$ cat config.mk
export PLATFORM = sky130hd
export DESIGN_NAME = operand_shift_mux
export DESIGN_NICKNAME = d
export VERILOG_FILES = /design/src/rtl/rsa_pkg.sv /design/src/rtl/muxn_unit.sv /design/src/rtl/operand_shift_mux.sv
export SDC_FILE = /design/constraint.sdc
export NUM_CORES = 1
export LEC_CHECK = 0
export ABC_AREA = 0
export BUFFER_PORTS_ARGS = -buffer_cell sky130_fd_sc_hd__buf_2
export CORE_MARGIN = 2
export CORE_UTILIZATION = 35
export DETAILED_ROUTE_END_ITERATION = 10
export PLACE_DENSITY_LB_ADDON = 0.12
export SLEW_MARGIN = 20
export SYNTH_ARGS = -nofsm -noshare
export SYNTH_HDL_FRONTEND = slang
export SYNTH_SLANG_ARGS = --single-unit
export TNS_END_PERCENT = 20
$ cat constraint.sdc
create_clock -name clk -period 1.4 [get_ports clk]
set_input_delay 0.28 -clock clk [delete_from_list [all_inputs] [get_ports clk]]
set_output_delay 0.28 -clock clk [all_outputs]
set_load 0.01 [all_outputs]
$ cat src/rtl/rsa_pkg.sv
// Shared definitions for the modular-exponentiation datapath.
// Contents:
//   SEL_ONE       - select code that picks the constant one
//   shift_state_t - state encoding of the operand shifter
//   sel_width(n)  - select width needed for n sources plus the constants
package rsa_pkg;

    localparam int SEL_ONE = 0;

    typedef enum logic [0:0] {
        IDLE  = 1'b0,
        SHIFT = 1'b1
    } shift_state_t;

    // Codes: one, n sources, and at least one code left over for zero.
    function automatic int sel_width(input int n);
        return $clog2(n + 2);
    endfunction

endpackage

$ cat src/rtl/muxn_unit.sv
// Combinational operand select decode.
// Ports:
//   src [NUM_SRC*WIDTH] - packed sources, source i at [i*WIDTH +: WIDTH]
//   sel [SEL_W]         - 0 = constant one, k = source k-1, other = zero
//   val [WIDTH]         - selected operand
module muxn_unit
    import rsa_pkg::*;
#(
    parameter int WIDTH   = 8,
    parameter int NUM_SRC = 2,
    parameter int SEL_W   = sel_width(NUM_SRC)
) (
    input  logic [NUM_SRC*WIDTH-1:0] src,
    input  logic [SEL_W-1:0]         sel,
    output logic [WIDTH-1:0]         val
);

    logic [WIDTH-1:0] sel_val_s;

    // Decode the select code; unused codes fall through to zero.
    always_comb begin
        sel_val_s = '0;
        if (sel == SEL_W'(SEL_ONE)) begin
            sel_val_s = {{(WIDTH-1){1'b0}}, 1'b1};
        end else begin
            for (int i = 0; i < NUM_SRC; i++) begin
                if (sel == SEL_W'(i + 1)) begin
                    sel_val_s = src[i*WIDTH +: WIDTH];
                end else begin
                    sel_val_s = sel_val_s;
                end
            end
        end
    end

    assign val = sel_val_s;

endmodule

$ cat src/rtl/operand_shift_mux.sv
// Registered operand selector and LSB-first bit-serial shifter feeding the
// bit-serial Montgomery multiplier, with a held parallel copy.
// Ports:
//   clk, rst_n - clock, asynchronous active-low reset
//   src, sel   - packed sources and select code (sampled on load)
//   load       - capture the selected operand (wins over shift_en)
//   shift_en   - consume one serial bit while busy
//   rotate     - 1: shifted-out bit re-enters at MSB, 0: MSB fills with 0
//   dout       - parallel copy of the last loaded operand
//   bit_o      - current serial bit (shift register bit 0)
//   busy       - serial bits remain
//   done       - one-cycle pulse after the last bit is consumed
module operand_shift_mux
    import rsa_pkg::*;
#(
    parameter int WIDTH   = 8,
    parameter int NUM_SRC = 2,
    parameter int SEL_W   = sel_width(NUM_SRC)
) (
    input  logic                     clk,
    input  logic                     rst_n,
    input  logic [NUM_SRC*WIDTH-1:0] src,
    input  logic [SEL_W-1:0]         sel,
    input  logic                     load,
    input  logic                     shift_en,
    input  logic                     rotate,
    output logic [WIDTH-1:0]         dout,
    output logic                     bit_o,
    output logic                     busy,
    output logic                     done
);

    localparam int CNT_W = $clog2(WIDTH + 1);

    logic [WIDTH-1:0] sel_val_s;
    logic [WIDTH-1:0] sreg_r;
    logic [WIDTH-1:0] dout_r;
    logic [CNT_W-1:0] cnt_r;
    shift_state_t     state_r;
    logic             done_r;

    muxn_unit #(
        .WIDTH   (WIDTH),
        .NUM_SRC (NUM_SRC),
        .SEL_W   (SEL_W)
    ) u_muxn (
        .src (src),
        .sel (sel),
        .val (sel_val_s)
    );

    // Load/shift sequencer: load always restarts, shifts only count in SHIFT.
    always_ff @(posedge clk or negedge rst_n) begin
        if (!rst_n) begin
            sreg_r  <= '0;
            dout_r  <= '0;
            cnt_r   <= '0;
            state_r <= IDLE;
            done_r  <= 1'b0;
        end else begin
            done_r <= 1'b0;
            case (state_r)
                IDLE: begin
                    if (load) begin
                        sreg_r  <= sel_val_s;
                        dout_r  <= sel_val_s;
                        cnt_r   <= CNT_W'(WIDTH);
                        state_r <= SHIFT;
                    end
                end
                SHIFT: begin
                    if (load) begin
                        // Abort the current operand: no done for it.
                        sreg_r <= sel_val_s;
                        dout_r <= sel_val_s;
                        cnt_r  <= CNT_W'(WIDTH);
                    end else if (shift_en) begin
                        sreg_r <= {(rotate ? sreg_r[0] : 1'b0), sreg_r[WIDTH-1:1]};
                        cnt_r  <= cnt_r - CNT_W'(1);
                        if (cnt_r == CNT_W'(1)) begin
                            state_r <= IDLE;
                            done_r  <= 1'b1;
                        end
                    end
                end
                default: begin
                    state_r <= IDLE;
                end
            endcase
        end
    end

    assign dout  = dout_r;
    assign bit_o = sreg_r[0];
    assign busy  = (state_r == SHIFT);
    assign done  = done_r;

endmodule

==> impl_metrics.toml <==
[floorplan]
dieArea_mm2 = 0.003534
start_util_pct = 36.13
die_w_um = 59.45
coreArea_mm2 = 0.002978
fp-row-count = 20
ios = 34
die_h_um = 59.45

[yosys]
syn_avg_cell_area_um2 = 10.06
syn-num-nets = 132
ys_warn_count = 0
synth_xor_area_share_pct = 1.628
yosys.area.top_type = "dfrtp_1"
synthesis.area_mm2 = 0.001076
synth-simple-area-share_pct = 19.07
seq_area_frac_synth_pct = 51.16
ys_types = 28
synth_fa_ha_area_share_pct = 2.326
synth_top_family_by_area = "simple AND/OR/NAND/NOR gates"
ys_seq_elements = 22
synth_top_area_share_pct = 51.16
synth_compound_area_share_pct = 17.67
synthMuxAreaShare_pct = 2.326
synthCells = 107
synth_area_leaders = "dfrtp_1, a31oi_1, a211oi_1"

[worst_hold_path]
holdCritPathClass = "in2reg"
min_to = "dout[3]"
hold_depth = 3
holdCritStartpoint = "src[11]"

[cells_and_area]
nFillCells = 317
layout_common_cells = "buf_2, dfrtp_1, nand2_1, a31oi_1, nor2_1"
layout_commonest_cell = "buf_2"
drive_gt1_share_pct = 32.17
fin_nets = 169
area.growth.synth_to_final_pct = 22.91
instances_no_fill = 176
antenna_cells = 0
finish.utilization_pct = 44.41

[worst_setup_path]
cp_max_fo = 12
critPathLaunchType = "flop"
worstPathRequired_ps = 1120
regToRegSetupSlack_ps = 230
arrival_ps = 1020
cp-end-kind = "primary output"
cp_slowest_stage_delay_ps = 410
crit_family = "flip-flops"
crit_path_top_delay_cell = "dfrtp_1"
reg2reg_depth = 4
crit_chain = "buf_4 > buf_2"
crit_type = "reg2out"
regToRegStartpoint = "busy"
critPathBufInv = 2
r2r-end = "sreg_r[6]"

[clocking]
clk_latency_ps = 310
h-tree-depth = 1
cts_inserted_buffers = 3
clockBufferDepth = 2
clk_pin_slew_worst_paths_ps = 130
cts_tree = "built"
cts.sinks = 22
cts_resized = 0
cts-root-buf = "clkbuf_4"

[timing]
max_freq_mhz = 766.3
finalSetupTns_ps = 0
fin_skew_ps = 6.507
hold_viol = 0
period_share_pct = 93.21
fin_crit_ps = 1305
slew_headroom_pct = 66.39
worst_pin_slew_ps = 504.1
rsz0062_at_grt = "false"
slew_violations = 0
setup_violations = 0

[drt]
drtPass1Iterations = 4
first_iter_violations = 39
wl_per_cell_um = 13.34
postRouteAntennaNets = 0
drc_errors = 0
totalWireLength_mm = 2.347
via_per_inst = 5.250
vias = 924

[power]
p_leak_nw = 0.6262
p_per_area_mw_per_mm2 = 1040
ir_drop_mv = 0.4216

[grt]
grt_overflow = 0
grt_usage_pct = 15.70
grt_pass1_vias = 970
grt_pass1_wl_mm = 4.153
antenna_found_initial = 0
grt_max_degree = 24

[placement]
gp_congestion = 0.7557
dp.cells = 171
portBuffers = 33
dpl.hpwl_mm = 1.742

[status]
outcome = "complete, no violations"

[flow_run]
cap_viol_max_count = 0
[worst reg2reg max path, stage by stage (launching register included)]
cell,delay [ps]
dfrtp_1,410
buf_4,170
and3_1,150
a211oi_1,260
a31oi_1,70
[registers in the layout (all words and copies together) (netlist names)]
register and count:
busy 1, cnt_r 4, done 1, dout 8, sreg_r 8
[cell type report]
type | instances | area (µm²) | area share (%)
Tap cell | 33 | 41.29 | 3.122
Inverter | 3 | 11.26 | 0.8515
Sequential cell | 22 | 550.5 | 41.63
Timing Repair Buffer | 40 | 220.2 | 16.65
Clock buffer | 4 | 36.28 | 2.744
Multi-Input combinational cell | 74 | 462.9 | 35.00
[synthesized netlist by cell type]
master	n
a31oi_1	12
xnor2_1	1
and4_1	1
mux2_4	1
nand2_1	13
nor4_4	1
a311oi_1	1
buf_2	5
nor2_1	11
nor2b_1	3
nand3_1	2
a21oi_1	3
buf_6	2
and3_1	6
nor3_1	1
dfrtp_1	22
inv_1	3
clkbuf_1	1
o21a_1	2
a211oi_1	7
nand2_2	1
o221ai_1	1
xor2_1	1
ha_1	2
and2b_1	1
a21o_1	1
mux2i_1	1
a22oi_1	1
[worst max path at each step]
stage                     startpoint         to  cells after the start
final                           busy       busy                      2
after floorplan                 busy  sreg_r[5]                      4
after global routing            busy       busy                      2
after global placement      shift_en  sreg_r[1]                      5
after CTS                       busy       busy                      2
after detailed placement        load    dout[6]                      4
[cells by family after synthesis]
family,Yosys count
DFF,22
muxes,2
xor gates and xnor gates,2
and+or+nand+nor,40
buffers and inverters,11
adders and majority gates,2
AOI/OAI and AO/OA,28
[what timing repair did]
action / in CTS / in global routing
hold buffers: 1 / 0
endpoints found under the hold margin: 22 / 0
setup buffers: 0 / 0
[per-layer routing]
layer | part of all wire [%] | global-route usage, %
met1 | 47 | 19.97
met2 | 47 | 26.06
met3 | 4.5 | 2.620
met4 | 0.98 | 6.818
met5 | 0 | 0
[per-stage QoR]
stage	hold slack [ps]	worst slack, ps	cell area, µm²	total power [mW]
floorplan	-15.59	302.5	1076	0.9237
global placement	283.9	213.1	1276	1.029
detailed placement	280.9	168.0	1276	1.035
CTS	216.1	79.47	1323	1.397
global route	219.6	37.33	1323	1.467
finish	233.9	95.04	1323	1.375
[report_power, final]
| group | internal [mW] | switching (mW) |
|---|---|---|
| clock network | 0.159 | 0.195 |
| registers | 0.700 | 0.0439 |
| logic | 0.134 | 0.144 |
| total | 0.992 | 0.383 |
No activity file was read; power rests on OpenSTA's default activity.
